`src/rtl/pulse_level_pkg.sv`:
```
// Shared mode encodings and sizing helper for the multi-channel pulse-to-level converter.
package pulse_level_pkg;

  localparam int MODE_TOGGLE    = 0;
  localparam int MODE_SET_CLEAR = 1;
  localparam int MODE_STRETCH   = 2;

  // Stretch down-counter width; never narrower than one bit.
  function automatic int cnt_width(input int len);
    int w;
    w = $clog2(len);
    return (w < 1) ? 1 : w;
  endfunction

endpackage

```
`src/rtl/pulse_level_channel.sv`:
```
// One channel: optional synchroniser, rising-edge detect, mode logic and stretch counter.
module pulse_level_channel
  import pulse_level_pkg::*;
#(
  parameter int MODE        = MODE_SET_CLEAR,
  parameter int SYNC_STAGES = 2,
  parameter int STRETCH_LEN = 8
) (
  input  logic i_Clk,
  input  logic i_Rst,
  input  logic i_Pulse,
  input  logic i_Stop,
  input  logic i_Clear,
  output logic o_Level,
  output logic o_Rise,
  output logic o_Fall,
  output logic o_Overrun
);

  localparam int CW = cnt_width(STRETCH_LEN);
  localparam logic [CW-1:0] RELOAD = CW'(STRETCH_LEN - 1);

  logic pulse_s, stop_s, ready;

  if (SYNC_STAGES > 0) begin : g_sync
    logic [SYNC_STAGES-1:0] pulse_sync_q, pulse_sync_d;
    logic [SYNC_STAGES-1:0] stop_sync_q, stop_sync_d;
    logic [SYNC_STAGES-1:0] warm_q, warm_d;

    always_comb begin
      pulse_sync_d = (pulse_sync_q << 1) | SYNC_STAGES'(i_Pulse);
      stop_sync_d  = (stop_sync_q << 1) | SYNC_STAGES'(i_Stop);
      warm_d       = (warm_q << 1) | SYNC_STAGES'(1'b1);
    end

    always_ff @(posedge i_Clk or posedge i_Rst) begin
      if (i_Rst) begin
        pulse_sync_q <= '0;
        stop_sync_q  <= '0;
        warm_q       <= '0;
      end else begin
        pulse_sync_q <= pulse_sync_d;
        stop_sync_q  <= stop_sync_d;
        warm_q       <= warm_d;
      end
    end

    assign pulse_s = pulse_sync_q[SYNC_STAGES-1];
    assign stop_s  = stop_sync_q[SYNC_STAGES-1];
    // Synchroniser output is only the reset zero until it has filled; the
    // previous-value registers keep their reset 1 until then, so an input
    // already high at reset release never looks like a fresh edge.
    assign ready   = warm_q[SYNC_STAGES-1];
  end else begin : g_nosync
    assign pulse_s = i_Pulse;
    assign stop_s  = i_Stop;
    assign ready   = 1'b1;
  end

  logic          prev_pulse_q, prev_pulse_d;
  logic          prev_stop_q, prev_stop_d;
  logic          level_q, level_d;
  logic          rise_q, rise_d;
  logic          fall_q, fall_d;
  logic          ovr_q, ovr_d;
  logic [CW-1:0] cnt_q, cnt_d;
  logic          s_evt, p_evt;

  assign s_evt = pulse_s & ~prev_pulse_q;
  assign p_evt = stop_s & ~prev_stop_q & (MODE == MODE_SET_CLEAR);

  always_comb begin
    prev_pulse_d = ready ? pulse_s : prev_pulse_q;
    prev_stop_d  = ready ? stop_s : prev_stop_q;
    level_d      = level_q;
    ovr_d        = ovr_q;
    cnt_d        = cnt_q;

    case (MODE)
      MODE_TOGGLE: begin
        if (s_evt) level_d = ~level_q;
      end
      MODE_SET_CLEAR: begin
        if (s_evt && p_evt) begin
          // Zero-width window when idle; when open, the stop wins and the extra start is flagged.
          if (level_q) begin
            level_d = 1'b0;
            ovr_d   = 1'b1;
          end
        end else if (s_evt) begin
          if (level_q) ovr_d   = 1'b1;
          else         level_d = 1'b1;
        end else if (p_evt) begin
          level_d = 1'b0;
        end
      end
      MODE_STRETCH: begin
        if (s_evt) begin
          cnt_d   = RELOAD;
          level_d = 1'b1;
          if (level_q) ovr_d = 1'b1;
        end else if (level_q) begin
          if (cnt_q == '0) level_d = 1'b0;
          else             cnt_d   = cnt_q - 1'b1;
        end
      end
      default: ;
    endcase

    if (i_Clear) begin
      level_d = 1'b0;
      ovr_d   = 1'b0;
      cnt_d   = '0;
    end

    rise_d = level_d & ~level_q;
    fall_d = ~level_d & level_q & ~i_Clear;
  end

  always_ff @(posedge i_Clk or posedge i_Rst) begin
    if (i_Rst) begin
      prev_pulse_q <= 1'b1;
      prev_stop_q  <= 1'b1;
      level_q      <= 1'b0;
      rise_q       <= 1'b0;
      fall_q       <= 1'b0;
      ovr_q        <= 1'b0;
      cnt_q        <= '0;
    end else begin
      prev_pulse_q <= prev_pulse_d;
      prev_stop_q  <= prev_stop_d;
      level_q      <= level_d;
      rise_q       <= rise_d;
      fall_q       <= fall_d;
      ovr_q        <= ovr_d;
      cnt_q        <= cnt_d;
    end
  end

  assign o_Level   = level_q;
  assign o_Rise    = rise_q;
  assign o_Fall    = fall_q;
  assign o_Overrun = ovr_q;

endmodule

```
`src/rtl/pulse_to_level_mc.sv`:
```
// Multi-channel pulse-to-level converter: CHANNELS independent lanes sharing clock, reset and soft clear.
module pulse_to_level_mc
  import pulse_level_pkg::*;
#(
  parameter int CHANNELS    = 4,
  parameter int MODE        = MODE_SET_CLEAR,
  parameter int SYNC_STAGES = 2,
  parameter int STRETCH_LEN = 8
) (
  input  logic                i_Clk,
  input  logic                i_Rst,
  input  logic [CHANNELS-1:0] i_Pulse,
  input  logic [CHANNELS-1:0] i_Stop,
  input  logic                i_Clear,
  output logic [CHANNELS-1:0] o_Level,
  output logic [CHANNELS-1:0] o_Rise,
  output logic [CHANNELS-1:0] o_Fall,
  output logic [CHANNELS-1:0] o_Overrun
);

  if (MODE < MODE_TOGGLE || MODE > MODE_STRETCH) begin : g_bad_mode
    $error("pulse_to_level_mc: illegal MODE %0d", MODE);
  end
  if (STRETCH_LEN < 1 || STRETCH_LEN > 65536) begin : g_bad_len
    $error("pulse_to_level_mc: illegal STRETCH_LEN %0d", STRETCH_LEN);
  end
  if (SYNC_STAGES == 1 || SYNC_STAGES < 0 || SYNC_STAGES > 3) begin : g_bad_sync
    $error("pulse_to_level_mc: illegal SYNC_STAGES %0d", SYNC_STAGES);
  end
  if (CHANNELS < 1 || CHANNELS > 32) begin : g_bad_ch
    $error("pulse_to_level_mc: illegal CHANNELS %0d", CHANNELS);
  end

  for (genvar g = 0; g < CHANNELS; g++) begin : g_ch
    pulse_level_channel #(
      .MODE        (MODE),
      .SYNC_STAGES (SYNC_STAGES),
      .STRETCH_LEN (STRETCH_LEN)
    ) u_ch (
      .i_Clk     (i_Clk),
      .i_Rst     (i_Rst),
      .i_Pulse   (i_Pulse[g]),
      .i_Stop    (i_Stop[g]),
      .i_Clear   (i_Clear),
      .o_Level   (o_Level[g]),
      .o_Rise    (o_Rise[g]),
      .o_Fall    (o_Fall[g]),
      .o_Overrun (o_Overrun[g])
    );
  end

endmodule

```
`config.mk`:
```
export PLATFORM = sky130hd
export DESIGN_NAME = pulse_to_level_mc
export DESIGN_NICKNAME = d
export VERILOG_FILES = /design/src/rtl/pulse_level_pkg.sv /design/src/rtl/pulse_level_channel.sv /design/src/rtl/pulse_to_level_mc.sv
export SDC_FILE = /design/constraint.sdc
export NUM_CORES = 1
export LEC_CHECK = 0
export ABC_AREA = 1
export CORE_AREA = 4 4 68 52
export DETAILED_ROUTE_END_ITERATION = 12
export DIE_AREA = 0 0 72 56
export PLACE_DENSITY = 0.77
export SLEW_MARGIN = 20
export SYNTH_ARGS = -nofsm -noshare
export SYNTH_HDL_FRONTEND = slang
export SYNTH_SLANG_ARGS = --single-unit
```
`constraint.sdc`:
```
create_clock -name i_Clk -period 4.4 [get_ports i_Clk]
set_clock_uncertainty 0.2 [all_clocks]
set_input_delay 1.32 -clock i_Clk [delete_from_list [all_inputs] [get_ports i_Clk]]
set_output_delay 1.32 -clock i_Clk [all_outputs]
set_load 0.01 [all_outputs]
```
==> results.md <==
- The synthesis-to-layout area growth is 16.8%.
- The total global routing overflow is 0.
- In this run, synthesis inferred 0 flip-flops with an integrated enable.
- For this run, design rule violations remaining after detail routing come to 0.
- The data arrival time at the worst-slack endpoint is around 1300 ps.
- The starting density of the core is 51.1%.
- The gate count after technology mapping is roughly 130.
- The number of port buffers is 26.
- The core area is 0.00294 mm^2.
- At the pin with the least slew margin, the transition time is 790 ps.
- The netlist area before placement is 0.00150 mm^2.
- Walking the worst path, the cells encountered are clkdlybuf4s50_1.
- The most used flip-flop cell after synthesis is sky130_fd_sc_hd__dfrtp_1.
- The library cell used most frequently in the layout, excluding fill and tap cells, is sky130_fd_sc_hd__dfrtp_1.
- The depth of the worst register-to-register path is 2.
- Cells fill between 50 and 60% of the core in the end.
- The aggregate negative setup slack is 0 ps.
- The per-instance average area after synthesis is 11.8 um^2.
- Headroom to the max-slew limit came out at 47.3%.
- The violation count after the first detailed-routing iteration is 33.
- The number of global-route vias before repair is a little under 800.
- 27 I/O pins were placed.
- The largest net degree at the start of global routing is 24.
- In the final routed layout, each cell accounts on average for 10.7 um.
- After Yosys synthesis, full adders, half adders and majority gates account for 0% of the synthesized area.
- No sink is reached through more buffers than the 2 on the longest clock path.
- In this run the core area contains 17 standard-cell rows.
- Global routing used 11.3% of the available tracks across all layers.
- The first detailed-routing pass took 5 iterations.
- The peak per-stage delay on the critical path is 560 ps.
- The die outline area is 0.00403 mm^2.
- The weighted congestion reported at the end of routability-driven placement is ~0.64.
- The critical path starts at g_ch[3].u_ch.o_Level.
- The register-to-register path setup slack is 3300 ps.
- 0 antenna diodes ended up in the layout.
- The simple-gate share of the synthesized area is 11.7%.
- The number of antenna violations at the first check in global routing is 0.
- The CTS buffer count is 5.
- The count of buffering cells on the critical path with inverters included is 1.
- The count of synthesis-stage warnings from yosys is 0.
- The multiplexer share of the synthesized area is 0%.
- The width of the chip is 72 um.
- The number of max-slew violations in the final report is 0.
- The post-route fraction of the period consumed by the critical path is 63.1%.
- The highest attainable clock frequency is 0.360 GHz.
- The path class of the tightest hold or removal check is flip-flop to flip-flop.
- The vias after detailed routing is 808.
- For the worst-skew pair, the clock arrives at the later sink with an insertion delay of around 280 ps.
- The leakage power figure is between 0.0007 and 0.0008 uW.
- The reg-to-reg endpoint is g_ch[3].u_ch.prev_pulse_q.
- The global-route wire length before repair is 3330 um.
- On the critical path the largest part of the delay comes from buffers and inverters.
- Setup repair after global routing left no endpoint under its margin.
- The cell type of the slowest stage on the worst timing path is sky130_fd_sc_hd__clkdlybuf4s50_1.
- The top cell types in the final layout, fill and taps aside, are sky130_fd_sc_hd__dfrtp_1, sky130_fd_sc_hd__nand2_1, sky130_fd_sc_hd__clkdlybuf4s50_1.
- Buffers inserted to repair hold after CTS numbered 0.
- The synthesized design contains 42 register bits.
- The critical path is of the flip-flop to output pin type.
- Summed over all layers, the routed wires come to ~1900 um.
- Max-cap violations in this run came to 0.
- The clock-pin slew of the registers on the worst-case setup and hold paths is 70 ps.
- The worst min-delay path startpoint is g_ch[3].u_ch.g_sync.pulse_sync_q[0].
- The worst vdd rail ir drop is 0.000288 V.
- The endpoint class of the critical path is an output pin.
- Of all flip-flops after synthesis, the portion carrying an async set or reset was 100%.
- The run finished with clean final reports.
- The cell area power density is ~400 mW/mm^2.
- The root cell of the clock tree is sky130_fd_sc_hd__clkbuf_8.
- The share of layout cells above drive strength 1 is roughly an eighth.
- The compound-cell area share of the yosys netlist is 5.34%.
- The share of the Yosys chip area taken by registers is 70.7%.
- The H-tree was split into 2 levels.
- STA classifies the critical path startpoint as a flip-flop.
- The capturing element of the worst setup path is o_Level[3].
- The data required time of the critical path is 2880 ps.
- The worst path setup slack after routing is 1620 ps.
- The number of buffers added for setup after CTS is 0.
- The net count reported at finish is 154.
- The final number of setup-violating endpoints is 0.
- The combinational family with the most area after synthesis is buffers and inverters.
- Counting every sink on the clock net gives 42.
- Counting every net in the synthesized netlist gives approximately 140.
- The total stage count of the critical path is 1.
- In this run the remaining antenna-violating nets after routing total 0.
- After legalization and detailed placement, the total HPWL measured 1380 um.
- The count of cells resized by post-cts repair is 0.
- Synthesis instantiated 13 different standard cells from the library.
- Before CTS, the worst setup slack after placement is 1530 ps.
- Using the TritonRoute via totals, the vias-per-cell ratio works out to 4.44.
- After Yosys synthesis, XOR and XNOR cells account for 0% of the synthesized area.
- The die is 56 um tall.
- The number of failing hold endpoints at the final stage is 0.
- The final period demand of the worst path is 2780 ps.
- The maximum fanout encountered on the critical timing path is 4.
- The worst register-to-register path begins at g_ch[0].u_ch.g_sync.warm_q[1].
- The TritonCTS clock tree is yes.
[worst min-delay path by stage]
stage	end	slack [ps]	cells past startpoint
2_1_floorplan	g_ch[0].u_ch.g_sync.pulse_sync_q[1]	130	0
3_3_place_gp	g_ch[0].u_ch.g_sync.warm_q[1]	130	0
3_5_place_dp	g_ch[3].u_ch.g_sync.pulse_sync_q[1]	140	0
4_1_cts	g_ch[3].u_ch.g_sync.pulse_sync_q[1]	150	0
5_1_grt	g_ch[3].u_ch.g_sync.stop_sync_q[1]	170	0
6_report	g_ch[3].u_ch.g_sync.pulse_sync_q[1]	150	0
[stage by stage]
step                hold slack (ps)  cell area, um^2  power (uW)  std cells
global route                    165             1750         737        182
floorplan                       131             1500         468        127
detailed placement              136             1670         488        174
finish                          150             1750         701        182
CTS                             152             1750         712        182
global placement                133             1670         485        174
[flip-flops by register name (all words and copies together), names as in the netlist]
register	cells
g_ch.u_ch.g_sync.stop_sync_q	8
g_ch.u_ch.prev_stop_q	4
g_ch.u_ch.o_Overrun	4
g_ch.u_ch.o_Fall	4
g_ch.u_ch.o_Level	4
g_ch.u_ch.o_Rise	4
g_ch.u_ch.g_sync.pulse_sync_q	8
g_ch.u_ch.prev_pulse_q	4
g_ch.u_ch.g_sync.warm_q	2
[routing by layer]
layer	vias to the layer above	routed length [um]	GRT usage [%]
met2	24	922	17.3
li1	404	-	-
met3	5	132	4.33
met4	0	54	7.24
met1	375	835	13.2
met5	-	0	0
[power by group]
part	leakage, uW	switching (uW)	internal [uW]	total [uW]
combinational	0.000245	29.3	27.1	56.4
sequential	0.000512	11.3	412	423
clock	0.0000395	109	112	222
total	0.000797	150	551	701
[cell families (layout without fill, tap and decap cells)]
| group | after synthesis | after routing |
|---|---|---|
| other | 1 | 1 |
| buffers and inverters | 28 | 45 |
| and+or+nand+nor | 40 | 40 |
| DFF | 42 | 42 |
| AOI/OAI and AO/OA | 16 | 16 |
[cells in the mapped netlist (2+ instances only)]
cell / number / area [um^2]
sky130_fd_sc_hd__o21ai_1: 2 / 10.0
sky130_fd_sc_hd__nor3_2: 4 / 40.0
sky130_fd_sc_hd__nand2_1: 28 / 105
sky130_fd_sc_hd__a21oi_1: 4 / 20.0
sky130_fd_sc_hd__inv_1: 9 / 33.8
sky130_fd_sc_hd__buf_6: 2 / 22.5
sky130_fd_sc_hd__buf_4: 16 / 120
sky130_fd_sc_hd__dfrtp_1: 34 / 851
sky130_fd_sc_hd__dfstp_2: 8 / 210
sky130_fd_sc_hd__o21ai_0: 10 / 50.1
sky130_fd_sc_hd__nor2_1: 8 / 30.0
[layout make-up]
| type | count | area [um^2] |
|---|---|---|
| fillers | 228 | 1180 |
| repair buffers | 27 | 268 |
| multi-input cells | 57 | 259 |
| inverters | 10 | 37.5 |
| flip-flops and latches | 42 | 1060 |
| well taps | 38 | 47.5 |
| clock buffers | 8 | 80.1 |
No activity file was read; power rests on OpenSTA's default activity.
